## src/rtl/mips_decode_execute.sv

```systemverilog
// mips_decode_execute
// Decode-and-execute slice of the five-stage MIPS pipeline. The opcode is
// decoded into main control, ALU-op plus funct select a 4-bit ALU control
// code, operand B is chosen between rt_data and the sign-extended immediate,
// and the ALU is evaluated. Everything is captured in one output register
// that acts as the EX/MEM boundary for control and ALU data (1-cycle latency,
// no combinational input-to-output path).
//
// Ports:
//   clk       in   1   rising-edge clock
//   rst       in   1   synchronous active-high reset, clears all outputs
//   bubble    in   1   clears all outputs this cycle (stall/flush)
//   instr     in  32   instruction (opcode [31:26], funct [5:0], imm [15:0])
//   rs_data   in  32   ALU operand A (already forwarded)
//   rt_data   in  32   register operand B (already forwarded)
//   regdst, alusrc, memread, memwrite, memtoreg, regwrite   out 1 each
//   branch    out  2   bit0 = BEQ, bit1 = BNE
//   aluop     out  2   ALU-op
//   aluctl    out  4   ALU control code
//   result    out 32   ALU result
//   zero      out  1   result == 0
//   overflow  out  1   signed overflow for add/sub, 0 otherwise
module mips_decode_execute (
   input  logic        clk,
   input  logic        rst,
   input  logic        bubble,
   input  logic [31:0] instr,
   input  logic [31:0] rs_data,
   input  logic [31:0] rt_data,
   output logic        regdst,
   output logic        alusrc,
   output logic        memread,
   output logic        memwrite,
   output logic        memtoreg,
   output logic        regwrite,
   output logic [1:0]  branch,
   output logic [1:0]  aluop,
   output logic [3:0]  aluctl,
   output logic [31:0] result,
   output logic        zero,
   output logic        overflow
);

   localparam logic [3:0] ALU_AND = 4'b0000;
   localparam logic [3:0] ALU_OR  = 4'b0001;
   localparam logic [3:0] ALU_ADD = 4'b0010;
   localparam logic [3:0] ALU_SUB = 4'b0110;
   localparam logic [3:0] ALU_SLT = 4'b0111;
   localparam logic [3:0] ALU_NOR = 4'b1100;
   localparam logic [3:0] ALU_XOR = 4'b1101;

   logic [5:0]  opcode;
   logic [5:0]  funct;
   logic        c_regdst, c_alusrc, c_memread, c_memwrite, c_memtoreg, c_regwrite;
   logic [1:0]  c_branch, c_aluop;
   logic [3:0]  c_aluctl;
   logic [31:0] op_a, op_b;
   logic [31:0] sum, diff, c_result;
   logic        c_overflow;

   assign opcode = instr[31:26];
   assign funct  = instr[5:0];

   // Main control; unknown opcodes fall through to all-zero (NOP).
   always_comb begin
      c_regdst   = 1'b0;
      c_alusrc   = 1'b0;
      c_memtoreg = 1'b0;
      c_regwrite = 1'b0;
      c_memread  = 1'b0;
      c_memwrite = 1'b0;
      c_branch   = 2'b00;
      c_aluop    = 2'b00;
      case (opcode)
         6'b000000: begin  // R-type
            c_regdst   = 1'b1;
            c_regwrite = 1'b1;
            c_aluop    = 2'b10;
         end
         6'b100011: begin  // lw
            c_alusrc   = 1'b1;
            c_memtoreg = 1'b1;
            c_regwrite = 1'b1;
            c_memread  = 1'b1;
         end
         6'b101011: begin  // sw
            c_alusrc   = 1'b1;
            c_memwrite = 1'b1;
         end
         6'b000100: begin  // beq
            c_branch = 2'b01;
            c_aluop  = 2'b01;
         end
         6'b000101: begin  // bne
            c_branch = 2'b10;
            c_aluop  = 2'b01;
         end
         6'b001000: begin  // addi
            c_alusrc   = 1'b1;
            c_regwrite = 1'b1;
         end
         default: ;
      endcase
   end

   // ALU control from ALU-op and funct.
   always_comb begin
      c_aluctl = ALU_ADD;
      case (c_aluop)
         2'b01: c_aluctl = ALU_SUB;
         2'b10: begin
            case (funct)
               6'b100000: c_aluctl = ALU_ADD;
               6'b100010: c_aluctl = ALU_SUB;
               6'b100100: c_aluctl = ALU_AND;
               6'b100101: c_aluctl = ALU_OR;
               6'b100110: c_aluctl = ALU_XOR;
               6'b100111: c_aluctl = ALU_NOR;
               6'b101010: c_aluctl = ALU_SLT;
               default:   c_aluctl = ALU_ADD;
            endcase
         end
         default: c_aluctl = ALU_ADD;
      endcase
   end

   assign op_a = rs_data;
   assign op_b = c_alusrc ? {{16{instr[15]}}, instr[15:0]} : rt_data;
   assign sum  = op_a + op_b;
   assign diff = op_a - op_b;

   // ALU. Overflow is only defined for add and sub; it is derived from the
   // operand and result sign bits.
   always_comb begin
      c_result   = 32'd0;
      c_overflow = 1'b0;
      case (c_aluctl)
         ALU_ADD: begin
            c_result   = sum;
            c_overflow = (op_a[31] == op_b[31]) && (sum[31] != op_a[31]);
         end
         ALU_SUB: begin
            c_result   = diff;
            c_overflow = (op_a[31] != op_b[31]) && (diff[31] != op_a[31]);
         end
         ALU_AND: c_result = op_a & op_b;
         ALU_OR:  c_result = op_a | op_b;
         ALU_XOR: c_result = op_a ^ op_b;
         ALU_NOR: c_result = ~(op_a | op_b);
         ALU_SLT: c_result = {31'd0, $signed(op_a) < $signed(op_b)};
         default: c_result = 32'd0;
      endcase
   end

   // Output register. Reset and bubble load the same all-zero word, so zero
   // is 0 after either even though result is also 0.
   always_ff @(posedge clk) begin
      if (rst || bubble) begin
         regdst   <= 1'b0;
         alusrc   <= 1'b0;
         memread  <= 1'b0;
         memwrite <= 1'b0;
         memtoreg <= 1'b0;
         regwrite <= 1'b0;
         branch   <= 2'b00;
         aluop    <= 2'b00;
         aluctl   <= 4'b0000;
         result   <= 32'd0;
         zero     <= 1'b0;
         overflow <= 1'b0;
      end else begin
         regdst   <= c_regdst;
         alusrc   <= c_alusrc;
         memread  <= c_memread;
         memwrite <= c_memwrite;
         memtoreg <= c_memtoreg;
         regwrite <= c_regwrite;
         branch   <= c_branch;
         aluop    <= c_aluop;
         aluctl   <= c_aluctl;
         result   <= c_result;
         zero     <= (c_result == 32'd0);
         overflow <= c_overflow;
      end
   end

endmodule

```

## config.mk

```make
export PLATFORM = sky130hd
export DESIGN_NAME = mips_decode_execute
export DESIGN_NICKNAME = d
export VERILOG_FILES = /design/src/rtl/mips_decode_execute.sv
export SDC_FILE = /design/constraint.sdc
export NUM_CORES = 1
export LEC_CHECK = 0
export BUFFER_PORTS_ARGS = -buffer_cell sky130_fd_sc_hd__clkbuf_2
export CORE_ASPECT_RATIO = 1.2
export CORE_MARGIN = 5
export CORE_UTILIZATION = 50
export DETAILED_ROUTE_END_ITERATION = 16
export PLACE_DENSITY = 0.74
export SLEW_MARGIN = 25
export SYNTH_ARGS = -nofsm -noshare
export SYNTH_HDL_FRONTEND = slang
export SYNTH_SLANG_ARGS = --single-unit
```

## constraint.sdc

```tcl
create_clock -name clk -period 6.9 [get_ports clk]
set_input_delay 1.035 -clock clk [delete_from_list [all_inputs] [get_ports clk]]
set_output_delay 1.035 -clock clk [all_outputs]
set_load 0.03 [all_outputs]
```

==> flow_summary.toml, run 1 <==
[status]
outcome = "complete, no violations"

[setup_path]
worstPathArrival_ns = 6.25
crit_required_ns = 7.14
critPathLaunchType = "input port"
critical_path.most_common_cell = "nand2_1"
worstPathMaxFanout = 16
critPathKind = "in -> reg"
cp.depth = 21
critical-path-top-delay-family = "simple AND/OR/NAND/NOR gates"
critPathSlowestCell = "nor4_2"
endpoint_kind = "flop"
critPathBufInv = 3
crit_chain = "clkbuf_2 > or3_1 > or2_2 > a211o_1 > clkinv_1 > nand2_1 > nand2_1 > inv_1 > ha_1 > nand2_1 > nor4_2 > o21ai_0 > a311oi_1 > or3_1 > o311a_1 > xnor2_1 > a21oi_1 > and4b_1 > and4bb_1 > nand4_1 > nor2_1"
max_stage_delay_ns = 0.55

[timing]
slew_headroom_pct = 39.4
fmax_ghz = 0.166
slew_viol_final = 0
rsz0062_at_grt = "false"
fin_crit_sh_pct = 87.1
finalHoldViolCount = 0
fin_crit_ns = 6.01
tightest_slew_ns = 0.907
hold-worst-slack_ns = 0.959
setup_viol = 0
worst_slack_ns = 0.889
setup_tns_ns = 0

[placement]
io_buffers = 136
dp_hpwl_um = 19800
gp_congestion = 0.979
placed_cells = 1314
dp_worst_setup_slack_ns = 0.636

[finish]
nets = 1347
fin_cells = 1322
area_growth_pct = 11.8
seqCellArea_sq_um = 941
fill_cells = 1452
diodes = 0
multi_input_area_sq_mm = 0.00567
drive_above_1_share_pct = 17.3

[power_and_ir_drop]
sequentialPowerShare_pct = 25.0
p_comb_share_pct = 53.3
p_leak_nw = 3.99
clockPowerShare_pct = 21.7
p_total_mw = 1.18
p_sw_share_pct = 43.8
ir_drop_mv = 0.0951
p_int_mw = 0.662
powerDensity_mw_per_mm2 = 145
power_switching_mw = 0.517

[die]
io_pins = 147
initial_core_util_pct = 50.7
core_sq_mm = 0.0144
die_w_um = 120
die-area_sq_mm = 0.0171
num_rows = 48
dieHeight_um = 142

[synthesis]
synthCells = 1053
synth_top_cell_by_area = "ha_1"
syn-num-nets = 1254
syn_avg_cell_area_sq_um = 6.91
synth-main-ff-cell = "dfxtp_1"
ys_types = 91
synth_edf_count = 0
synthArstFlopShare_pct = 0
synth_area_leaders = "ha_1, dfxtp_1, nand2_1"
syn_area_sq_mm = 0.00728
ys_ff_latch = 47
yosysSeqAreaShare_pct = 12.9
synth_top_area_share_pct = 17.2
yosysWarnings = 0

[clock_network]
clockRootBuffer = "clkbuf_16"
cts_resized = 0
post-cts-setup-buffers = 0
cts_tree = "done"
numCtsBuffers = 5
clock_sinks = 47
htreeDepth = 2
clkTransAtPathRegs_ns = 0.06
postCtsHoldBufs = 0
clock_path_buffers = 2

[grt]
grt_max_degree = 34
antenna_found_initial = 0
grt_pass1_wl_um = 39600
grtUsageTotal_pct = 28.7
grt_pass1_vias = 7844
overflow = 0

[routing]
drcViolationCount = 0
wl_per_cell_um = 19.0
dr_total_vias = 8059
drt_pre_antenna_iters = 8
wirelength_um = 25100
drt_iter0_markers = 698
viasPerCell = 6.10
drtAntennaViolNets = 0

[hold_path]
worstHoldPathCells = 2
hold_path.class = "in -> reg"

[job]
cap_viol_max_count = 0
==> cell type report <==
class | count | share of cell area [%]
timing repair buffer | 149 | 9.56
sequential | 47 | 11.6
clock buffer | 6 | 1.71
clock inverter | 2 | 0.200
multi-input combinational | 844 | 69.7
inverter | 99 | 4.57
tap | 175 | 2.69
==> cell usage after synthesis, drive strengths merged (18+ instances only) <==
library cell,count
nand2,135
nor2,110
a21oi,100
ha,100
inv,98
o21ai,51
dfxtp,47
clkbuf,35
buf,28
nor3,24
o211ai,22
xnor2,22
a22oi,18
==> logic make-up after synthesis <==
kind of cell,synth area share (%)
and+or+nand+nor,24.4
AOI/OAI and AO/OA,30.7
buffers and inverters,9.28
adders and majority gates,17.7
DFF,12.9
xor gates and xnor gates,3.13
muxes,1.81
==> power by group through the flow <==
| stage | combinational, mW | clock, mW | sequential, mW |
|---|---|---|---|
| after floorplan | 0.410 | 0 | 0.336 |
| final | 0.629 | 0.256 | 0.294 |
| after CTS | 0.619 | 0.257 | 0.294 |
| after detailed placement | 0.616 | 0 | 0.301 |
| after global placement | 0.613 | 0 | 0.300 |
| after global routing | 0.688 | 0.269 | 0.296 |
==> state kept, by name (all words and copies together), names as in the netlist <==
signal,count
zero,1
memtoreg,1
alusrc,1
aluop,2
regdst,1
overflow,1
regwrite,1
result,32
aluctl,4
branch,2
memwrite,1
==> per-stage QoR <==
step	util [%]	area (sq um)
after floorplan	-	7280
after global placement	55.6	7970
after detailed placement	55.6	7970
after CTS	56.6	8130
after global routing	56.7	8140
final	56.7	8140
==> metal layers <==
| layer | wire (um) | global-route usage [%] | up-vias |
|---|---|---|---|
| met1 | 9800 | 34.2 | 3698 |
| met2 | 12000 | 49.0 | 356 |
| met3 | 1620 | 3.58 | 109 |
| li1 | - | - | 3896 |
| met5 | 0 | 0 | - |
| met4 | 1660 | 17.9 | 0 |
==> cells in the final DEF (no fill, tap or decap), types with 22 or more instances in the layout <==
cell / netlist / final
nand2_1: 135 / 135
dfxtp_1: 47 / 47
xnor2_1: 22 / 22
inv_1: 95 / 95
ha_1: 100 / 100
clkbuf_2: 0 / 136
o211ai_1: 22 / 22
a21oi_1: 98 / 98
o21ai_0: 39 / 39
nor3_1: 23 / 23
nor2_1: 109 / 108
==> final timing paths <==
path  startpoint  endpoint  slack (ns)
max    instr[26]      zero        0.89
min    instr[29]  memtoreg        0.96
Power figures use the tool's default switching activity.
==> inputs of run 2 (changes only) <==
Settings changed: CORE_ASPECT_RATIO 1.2 to 0.5, RECOVER_POWER set to 100.
==> flow_summary.toml, run 2 (synthesis gave the netlist of run 1 again) <==
[clock_network]
clockRootBuffer = "clkbuf_16"
postCtsHoldBufs = 0
clock_path_buffers = 2
clock_sinks = 47
clkTransAtPathRegs_ns = 0.07
htreeDepth = 2
numCtsBuffers = 5
cts_resized = 0
post-cts-setup-buffers = 0
cts_tree = "done"

[timing]
setup_tns_ns = 0
slew_headroom_pct = -30.6
fin_crit_sh_pct = 91.6
finalHoldViolCount = 0
fmax_ghz = 0.158
slew_viol_final = 34
tightest_slew_ns = 1.96
fin_crit_ns = 6.32
setup_viol = 0
worst_slack_ns = 0.583
rsz0062_at_grt = "false"

[die]
core_sq_mm = 0.0144
io_pins = 147
initial_core_util_pct = 50.7
dieHeight_um = 95.3
num_rows = 31
die-area_sq_mm = 0.0172
die_w_um = 181

[grt]
overflow = 0
grt_pass1_vias = 7540
antenna_found_initial = 0
grt_pass1_wl_um = 40000
grtUsageTotal_pct = 28.5
grt_max_degree = 34

[power_and_ir_drop]
p_leak_nw = 3.80
p_total_mw = 1.17
sequentialPowerShare_pct = 25.2
power_switching_mw = 0.520
p_int_mw = 0.649
p_comb_share_pct = 53.4
ir_drop_mv = 0.101
powerDensity_mw_per_mm2 = 145
clockPowerShare_pct = 21.4
p_sw_share_pct = 44.5

[routing]
drt_iter0_markers = 831
wl_per_cell_um = 19.1
wirelength_um = 25700
viasPerCell = 6.01
drcViolationCount = 0
dr_total_vias = 8098
drt_pre_antenna_iters = 5
drtAntennaViolNets = 0

[placement]
placed_cells = 1339
dp_worst_setup_slack_ns = 0.645
dp_hpwl_um = 20600
place_area_sq_mm = 0.00802
io_buffers = 136
gp_congestion = 0.975

[status]
outcome = "complete, but fails checks"
violations = "capacitance limit, slew limit"

[finish]
fin_area_sq_mm = 0.00807
diodes = 0
layout_commonest_cell = "nand2_1"
fin_cells = 1347
top_register = "result"
reg.largest.list = "result (32), aluctl (4)"
area_growth_pct = 10.8
drive_above_1_share_pct = 12.3
nets = 1349
final_cell_mix = "nand2_1, nor2_1, ha_1, a21oi_1, inv_1"
largest_reg_flops = 32
fill_cells = 1476

[job]
cap_viol_max_count = 1

[setup_path]
critPathKind = "in -> reg"
crit_required_ns = 7.14
worstPathArrival_ns = 6.55
critPathLaunchType = "input port"
worstPathMaxFanout = 16
endpoint_kind = "flop"

[hold_path]
hold_path.class = "in -> reg"
worstHoldPathCells = 2
run 2: power groups by stage:
stage               clock network (mW)  registers (mW)  logic [mW]
global placement                     0           0.300       0.609
finish                           0.250           0.294       0.625
global route                     0.266           0.296       0.683
detailed placement                   0           0.300       0.620
CTS                              0.253           0.294       0.623
floorplan                            0           0.336       0.410
run 2: worst paths after layout:
check                  from   endpoint
setup / recovery  instr[27]       zero
hold / removal    instr[26]  branch[0]
run 2: cell type report:
class	instances	area, sq um	share of cell area, %
Sequential cell	47	941	11.7
Clock buffer	5	125	1.55
Clock inverter	3	27.5	0.341
Multi-Input combinational cell	844	5620	69.7
Timing Repair Buffer	151	729	9.04
Inverter	99	372	4.61
Tap cell	198	248	3.07
run 2: metrics by stage:
step	utilization, %	hold slack (ns)
2_1_floorplan	-	1.11
4_1_cts	56.9	0.940
6_report	56.2	0.940
3_5_place_dp	55.9	1.25
3_3_place_gp	55.9	1.25
5_1_grt	56.2	0.944
run 2: routing by layer:
metal | track usage (%) | vias to the layer above | wire length [um]
met1 | 40.7 | 3844 | 11900
met5 | 0 | - | 0
met2 | 47.7 | 325 | 11500
li1 | - | 3902 | -
met3 | 3.28 | 27 | 1940
met4 | 4.03 | 0 | 333
run 2: critical path, stage by stage:
cell and delay [ns]:
clkbuf_1 0.09, or3_1 0.39, or2_2 0.28, a211o_1 0.32, clkinv_1 0.31, nand2_1 0.15
nand2_1 0.11, inv_1 0.06, ha_1 0.45, nor2_1 0.09, a221oi_1 0.42, a21oi_1 0.19
o41ai_2 0.68, o221ai_1 0.33, a221oi_1 0.62, o21ai_0 0.15, a31oi_1 0.23, and4b_1 0.22
and4bb_1 0.21, nand4_1 0.09, nor2_1 0.11
